`src/rtl/hilo_muldiv32_if.sv`:
```
`default_nettype none
// ============================================================================
//  Module   : hilo_muldiv32_if
//  Purpose  : Bus bundle for the HI/LO multiply/divide unit. It carries the
//             operation request (start, op, operands), the direct HI/LO
//             write port (mthi, mtlo, wr_data) and the result and status
//             outputs (hi, lo, busy, done).
//  Modports : master - drives requests and reads results (CPU side)
//             slave  - the multiply/divide unit
//  Revision : 1.0  initial release
// ============================================================================
interface hilo_muldiv32_if;
    logic        start;
    logic [1:0]  op;
    logic [31:0] operand_a;
    logic [31:0] operand_b;
    logic        mthi;
    logic        mtlo;
    logic [31:0] wr_data;
    logic [31:0] hi;
    logic [31:0] lo;
    logic        busy;
    logic        done;

    modport master (
        output start, op, operand_a, operand_b, mthi, mtlo, wr_data,
        input  hi, lo, busy, done
    );

    modport slave (
        input  start, op, operand_a, operand_b, mthi, mtlo, wr_data,
        output hi, lo, busy, done
    );
endinterface
`default_nettype wire

```
`src/rtl/hilo_muldiv32.sv`:
```
`default_nettype none
// ============================================================================
//  Module   : hilo_muldiv32
//  Purpose  : 32-bit iterative multiply/divide unit with architectural HI/LO
//             registers. It is a MIPS-style MULT/MULTU/DIV/DIVU engine that
//             processes one bit per cycle: a radix-2 shift-add multiply and
//             a restoring divide. Signed operations run on magnitudes, and
//             the signs are corrected in a final cycle.
//  Ports    : clock - rising-edge clock
//             reset - synchronous, active-high reset
//             bus   - hilo_muldiv32_if.slave (start/op/operands, mthi/mtlo/
//                     wr_data writes, hi/lo/busy/done outputs)
//  Timing   : start edge -> 32 RUN cycles -> 1 FIN cycle (busy for 33
//             cycles) -> HI/LO written on the FIN->IDLE edge, with done
//             high for the cycle after that edge.
//  Revision : 1.0  initial release
// ============================================================================
module hilo_muldiv32 (
    input  wire              clock,
    input  wire              reset,
    hilo_muldiv32_if.slave   bus
);

    typedef enum logic [1:0] {
        S_IDLE = 2'd0,
        S_RUN  = 2'd1,
        S_FIN  = 2'd2
    } state_t;

    localparam logic [5:0] c_LAST_ITER = 6'd31;

    state_t      state_q, state_d;
    logic [5:0]  cnt_q, cnt_d;
    logic [1:0]  op_q, op_d;
    logic        neg_main_q, neg_main_d;   // sign of the product or quotient
    logic        neg_rem_q, neg_rem_d;     // sign of the remainder
    logic        divzero_q, divzero_d;
    logic [31:0] mcand_q, mcand_d;         // multiplicand or divisor magnitude
    logic [63:0] acc_q, acc_d;             // product, or dividend/quotient in [31:0]
    logic [32:0] rem_q, rem_d;             // partial remainder
    logic [31:0] hi_q, hi_d;
    logic [31:0] lo_q, lo_d;
    logic        done_q, done_d;

    logic        w_is_signed;
    logic [31:0] w_abs_a;
    logic [31:0] w_abs_b;
    logic [32:0] w_mul_sum;
    logic [33:0] w_div_shift;
    logic [33:0] w_div_diff;
    logic        w_div_borrow;
    logic [63:0] w_prod;
    logic [31:0] w_quo;
    logic [31:0] w_rem;

    // Operand magnitudes are taken on the start edge, from the incoming op.
    assign w_is_signed = ~bus.op[0];
    assign w_abs_a = (w_is_signed && bus.operand_a[31]) ? (32'd0 - bus.operand_a) : bus.operand_a;
    assign w_abs_b = (w_is_signed && bus.operand_b[31]) ? (32'd0 - bus.operand_b) : bus.operand_b;

    // Multiply step. The multiplier sits in acc[31:0] and is consumed from
    // bit 0. The upper half gathers partial sums, and the carry shifts down
    // into bit 63.
    assign w_mul_sum = {1'b0, acc_q[63:32]} + (acc_q[0] ? {1'b0, mcand_q} : 33'd0);

    // Restoring divide step. The top dividend bit is shifted into the
    // partial remainder, and a trial subtraction is made. A borrow means the
    // old value is restored and a 0 quotient bit is recorded.
    assign w_div_shift  = {rem_q, acc_q[31]};
    assign w_div_diff   = w_div_shift - {2'b00, mcand_q};
    assign w_div_borrow = w_div_diff[33];

    // FIN-cycle sign correction. A divide by zero always returns an
    // all-ones quotient. Its remainder equals the dividend, because the
    // dividend's own sign is re-applied to its magnitude.
    assign w_prod = neg_main_q ? (64'd0 - acc_q) : acc_q;
    assign w_quo  = divzero_q ? 32'hFFFF_FFFF
                  : (neg_main_q ? (32'd0 - acc_q[31:0]) : acc_q[31:0]);
    assign w_rem  = neg_rem_q ? (32'd0 - rem_q[31:0]) : rem_q[31:0];

    always_comb begin
        state_d    = state_q;
        cnt_d      = cnt_q;
        op_d       = op_q;
        neg_main_d = neg_main_q;
        neg_rem_d  = neg_rem_q;
        divzero_d  = divzero_q;
        mcand_d    = mcand_q;
        acc_d      = acc_q;
        rem_d      = rem_q;
        hi_d       = hi_q;
        lo_d       = lo_q;
        done_d     = 1'b0;

        case (state_q)
            S_IDLE: begin
                if (bus.start) begin
                    // start wins over a simultaneous mthi/mtlo write.
                    state_d    = S_RUN;
                    cnt_d      = 6'd0;
                    op_d       = bus.op;
                    neg_main_d = w_is_signed & (bus.operand_a[31] ^ bus.operand_b[31]);
                    neg_rem_d  = w_is_signed & bus.operand_a[31];
                    divzero_d  = (bus.operand_b == 32'd0);
                    mcand_d    = bus.op[1] ? w_abs_b : w_abs_a;
                    acc_d      = {32'd0, (bus.op[1] ? w_abs_a : w_abs_b)};
                    rem_d      = 33'd0;
                end else begin
                    if (bus.mthi) hi_d = bus.wr_data;
                    if (bus.mtlo) lo_d = bus.wr_data;
                end
            end

            S_RUN: begin
                if (op_q[1]) begin
                    rem_d = w_div_borrow ? w_div_shift[32:0] : w_div_diff[32:0];
                    acc_d = {acc_q[63:32], acc_q[30:0], ~w_div_borrow};
                end else begin
                    acc_d = {w_mul_sum, acc_q[31:1]};
                end
                if (cnt_q == c_LAST_ITER) begin
                    state_d = S_FIN;
                    cnt_d   = 6'd0;
                end else begin
                    cnt_d   = cnt_q + 6'd1;
                end
            end

            S_FIN: begin
                state_d = S_IDLE;
                done_d  = 1'b1;
                if (op_q[1]) begin
                    hi_d = w_rem;
                    lo_d = w_quo;
                end else begin
                    hi_d = w_prod[63:32];
                    lo_d = w_prod[31:0];
                end
            end

            default: begin
                state_d = S_IDLE;
            end
        endcase
    end

    always_ff @(posedge clock) begin
        if (reset) begin
            state_q    <= S_IDLE;
            cnt_q      <= 6'd0;
            op_q       <= 2'd0;
            neg_main_q <= 1'b0;
            neg_rem_q  <= 1'b0;
            divzero_q  <= 1'b0;
            mcand_q    <= 32'd0;
            acc_q      <= 64'd0;
            rem_q      <= 33'd0;
            hi_q       <= 32'd0;
            lo_q       <= 32'd0;
            done_q     <= 1'b0;
        end else begin
            state_q    <= state_d;
            cnt_q      <= cnt_d;
            op_q       <= op_d;
            neg_main_q <= neg_main_d;
            neg_rem_q  <= neg_rem_d;
            divzero_q  <= divzero_d;
            mcand_q    <= mcand_d;
            acc_q      <= acc_d;
            rem_q      <= rem_d;
            hi_q       <= hi_d;
            lo_q       <= lo_d;
            done_q     <= done_d;
        end
    end

    assign bus.hi   = hi_q;
    assign bus.lo   = lo_q;
    assign bus.busy = (state_q != S_IDLE);
    assign bus.done = done_q;

endmodule
`default_nettype wire
```
`src/flat_wrapper.sv`:
```
// flat-port wrapper written by rule: the top's interface ports become plain ports
module hilo_muldiv32_flat 
  (clock, reset, bus_start, bus_op, bus_operand_a, bus_operand_b, bus_mthi, bus_mtlo, bus_wr_data, bus_hi, bus_lo, bus_busy, bus_done);
  hilo_muldiv32_if bus_i ();
  input  wire clock;
  input  wire reset;
  input wire logic [$bits(bus_i.start)-1:0] bus_start;
  input wire logic [$bits(bus_i.op)-1:0] bus_op;
  input wire logic [$bits(bus_i.operand_a)-1:0] bus_operand_a;
  input wire logic [$bits(bus_i.operand_b)-1:0] bus_operand_b;
  input wire logic [$bits(bus_i.mthi)-1:0] bus_mthi;
  input wire logic [$bits(bus_i.mtlo)-1:0] bus_mtlo;
  input wire logic [$bits(bus_i.wr_data)-1:0] bus_wr_data;
  output wire logic [$bits(bus_i.hi)-1:0] bus_hi;
  output wire logic [$bits(bus_i.lo)-1:0] bus_lo;
  output wire logic [$bits(bus_i.busy)-1:0] bus_busy;
  output wire logic [$bits(bus_i.done)-1:0] bus_done;
  assign bus_i.start = bus_start;
  assign bus_i.op = bus_op;
  assign bus_i.operand_a = bus_operand_a;
  assign bus_i.operand_b = bus_operand_b;
  assign bus_i.mthi = bus_mthi;
  assign bus_i.mtlo = bus_mtlo;
  assign bus_i.wr_data = bus_wr_data;
  assign bus_hi = bus_i.hi;
  assign bus_lo = bus_i.lo;
  assign bus_busy = bus_i.busy;
  assign bus_done = bus_i.done;
  hilo_muldiv32 u_core (.clock(clock), .reset(reset), .bus(bus_i));
endmodule
```
`config.mk`:
```
export PLATFORM = sky130hd
export DESIGN_NAME = hilo_muldiv32_flat
export DESIGN_NICKNAME = d
export VERILOG_FILES = /design/src/rtl/hilo_muldiv32_if.sv /design/src/rtl/hilo_muldiv32.sv /design/src/flat_wrapper.sv
export SDC_FILE = /design/constraint.sdc
export NUM_CORES = 1
export LEC_CHECK = 0
export BUFFER_PORTS_ARGS = -buffer_cell sky130_fd_sc_hd__buf_2
export CAP_MARGIN = 20
export CORE_UTILIZATION = 55
export DETAILED_ROUTE_END_ITERATION = 16
export GPL_ROUTABILITY_DRIVEN = 1
export GPL_TIMING_DRIVEN = 0
export PLACE_DENSITY = 0.75
export REMOVE_ABC_BUFFERS = 1
export SKIP_LAST_GASP = 1
export SLEW_MARGIN = 20
export SYNTH_ARGS = -nofsm -noshare
export SYNTH_HDL_FRONTEND = slang
export SYNTH_SLANG_ARGS = --single-unit
```
`constraint.sdc`:
```
create_clock -name clock -period 9.85 [get_ports clock]
set_input_delay 0.4925 -clock clock [delete_from_list [all_inputs] [get_ports clock]]
set_output_delay 0.4925 -clock clock [all_outputs]
set_load 0.1 [all_outputs]
```
==> results.sh <==
export IMPL_fin_crit_sh_pct=46.95
export IMPL_fp_row_count=62
export IMPL_cts_tree="built"
export IMPL_hold_path_class="in2reg"
export IMPL_finalInstanceArea_mm2=0.01795
export IMPL_synthesis_area_mm2=0.01612
export IMPL_grt_total_usage_pct=34.20
export IMPL_ys_top_cells_by_area="dfxtp_1, nand2_1, a21oi_1, xnor2_1, ha_1"
export IMPL_via_per_inst=6.424
export IMPL_crit_type="reg2reg"
export IMPL_grt_ovfl_total=0
export IMPL_cp_num_buf_inv=1
export IMPL_peakVddDrop_uv=98.65
export IMPL_num_vias=17055
export IMPL_dp_hpwl_um=40590
export IMPL_synth_area_per_cell_um2=7.305
export IMPL_p_seq_share_pct=38.7
export IMPL_ios=169
export IMPL_syn_to_final_growth_pct=11.37
export IMPL_pwr_share_comb_pct=26.7
export IMPL_cts_setup_buffers=0
export IMPL_clk_pin_slew_ps=60
export IMPL_critPathSlowestCell="and2_2"
export IMPL_cts_path_max_buffers=3
export IMPL_cts_hold_buffers_added=0
export IMPL_cp_required_ps=10210
export IMPL_grt_pass1_vias=14966
export IMPL_cts_resized=0
export IMPL_yosys_warnings=0
export IMPL_switching_share_pct=35.35
export IMPL_rsz0062_at_grt="no"
export IMPL_route_antenna_remaining_nets=0
export IMPL_wl_um=53210
export IMPL_critPathLaunchType="flip-flop"
export IMPL_hold_viol=0
export IMPL_tightest_slew_ps=1027
export IMPL_period_needed_ps=4625
export IMPL_pwr_share_clk_pct=34.6
export IMPL_setup_tns_ps=0
export IMPL_cp_top_family="simple AND/OR/NAND/NOR gates"
export IMPL_start_util_pct=56.00
export IMPL_clockRootBuffer="clkbuf_16"
export IMPL_synth_top_area_share_pct=25.59
export IMPL_placed_area_mm2=0.01722
export IMPL_drive_gt1_share_pct=11.58
export IMPL_coreArea_mm2=0.02878
export IMPL_synth_top_cell_by_area="dfxtp_1"
export IMPL_synthCells=2206
export IMPL_num_fill_cells=2661
export IMPL_p_per_area_mw_per_mm2=135.0
export IMPL_synthDistinctLibCells=67
export IMPL_htreeDepth=1
export IMPL_cpPeakStageDelay_ps=670
export IMPL_multi_input_area_mm2=0.01125
export IMPL_wire_per_inst_um=20.04
export IMPL_setup_violations=0
export IMPL_first_pass_iters=6
export IMPL_grt_max_degree=104
export IMPL_port_buffers=168
export IMPL_synth_edff_count=0
export IMPL_endpoint_kind="flip-flop"
export IMPL_slew_headroom_pct=31.49
export IMPL_die_h_um=173.2
export IMPL_place_congestion=0.9737
export IMPL_die_area_mm2=0.02999
export IMPL_switchingPower_uw=856.5
export IMPL_grt_pass1_wl_um=83010
export IMPL_path_max_fanout=38
export IMPL_timing_fmax_ghz=0.2162
export IMPL_antenna_found_initial=0
export IMPL_clk_latency_ps=510
export IMPL_netlist_top_cells_count="nand2_1, nor2_1, a21oi_1, dfxtp_1, clkbuf_1"
export IMPL_layout_nets=2431
export IMPL_clock_skew_ps=8.362
export IMPL_worst_ep_arrival_time_ps=4980
export IMPL_ys_ff_latch=206
export IMPL_ys_flop_type="dfxtp_1"
export IMPL_status="completed"
export IMPL_yosysMostFrequentCell="nand2_1"
export IMPL_ys_seq_area_share_pct=25.59
export IMPL_seq_area_mm2=0.004129
export IMPL_p_int_mw=1.566
export IMPL_path_cells="inv_1 -> ha_1 -> nand3_1 -> or4_1 -> a211oi_1 -> o31ai_1 -> a21oi_1 -> a211o_1 -> or3_2 -> and2_2 -> o221ai_1"
export IMPL_cts_buffers_inserted=23
export IMPL_fin_util_pct=62.36
export IMPL_maxCapViolations=0
export IMPL_clock_sinks=206
export IMPL_finalPower_mw=2.423
export IMPL_antenna_cells=0
export IMPL_power_leakage_nw=7.188
export IMPL_die_x_um=173.2
export IMPL_maxSlewViolCount=0
export IMPL_synthArstFlopShare_pct=0
export IMPL_drt_iter0_markers=1527
export IMPL_drc=0
-- logic make-up after synthesis --
kind of cell               share of synthesized area [%]
DFF                                                25.59
adders and majority gates                          5.606
muxes                                              1.879
and+or+nand+nor                                    22.53
xor gates and xnor gates                           10.87
AOI/OAI and AO/OA                                  28.40
buffers and inverters                              5.124
-- stage by stage --
stage	std cells	hold WS, ps	worst slack, ps
2_1_floorplan	2050	425.8	4934
3_3_place_gp	2602	437.6	3183
3_5_place_dp	2616	441.7	4927
4_1_cts	2655	257.7	4921
5_1_grt	2655	271.0	4925
6_report	2655	261.7	5225
-- sequential cells by signal, indices dropped and copies added (netlist names), 2 cells and up --
name and flops:
u_core.cnt_q 6, u_core.acc_q 64, u_core.state_q 2, u_core.bus.lo 32, u_core.rem_q 33, u_core.mcand_q 32
u_core.bus.hi 32
-- worst paths after layout --
| path | startpoint | end | slack [ps] | cells past startpoint |
|---|---|---|---|---|
| min reg2reg | u_core.bus.lo[9] | u_core.bus.lo[9] | 440 | 2 |
| min | bus_wr_data[11] | u_core.bus.hi[11] | 260 | 3 |
| max reg2reg | u_core.mcand_q[11] | u_core.rem_q[28] | 5230 | 11 |
| max | u_core.mcand_q[11] | u_core.rem_q[28] | 5230 | 11 |
-- placed cells by master, fill, tap and decap left out, types with 26 or more instances in the layout --
cell | Yosys | final
a21o_1 | 26 | 26
nand2_1 | 280 | 280
o21ai_0 | 103 | 102
xor2_1 | 91 | 91
inv_1 | 61 | 60
mux2i_1 | 28 | 28
o31ai_1 | 34 | 34
a21oi_1 | 209 | 209
buf_2 | 3 | 166
nand4_1 | 32 | 32
a211oi_1 | 72 | 71
o211ai_1 | 66 | 66
nor2_1 | 224 | 219
nand3_1 | 40 | 40
dfxtp_1 | 206 | 204
xnor2_1 | 109 | 109
nor3_1 | 53 | 52
o221ai_1 | 29 | 29
ha_1 | 69 | 69
-- per-layer routing --
metal,global-route usage [%],wire (µm),vias up
met4,9.771,1506,0
met3,4.310,5002,95
met1,49.01,23290,8007
met5,0,0,-
li1,-,-,8137
met2,53.61,23420,816
-- layout make-up --
type / instances / area share [%]
clock inverter: 5 / 0.1394
clock buffer: 34 / 3.883
sequential: 206 / 23.01
timing repair buffer: 182 / 6.358
multi-input combinational: 1783 / 62.66
tap: 384 / 2.677
inverter: 61 / 1.276
-- power by group through the flow --
stage          combinational (mW)  clock, mW  sequential (mW)
2_1_floorplan               0.346          0             1.03
3_3_place_gp                0.609          0            0.956
3_5_place_dp                0.634          0            0.953
4_1_cts                     0.637      0.844            0.934
5_1_grt                     0.696      0.874            0.941
6_report                    0.646      0.839            0.938
-- worst register-to-register path: stages, from the launching register on --
cell and delay, ps:
dfxtp_1 420, inv_1 150, ha_1 400, nand3_1 180, or4_1 540, a211oi_1 520, o31ai_1 160, a21oi_1 360
a211o_1 270, or3_2 620, and2_2 670, o221ai_1 200
Note: power is estimated with default switching activity, not from simulation.
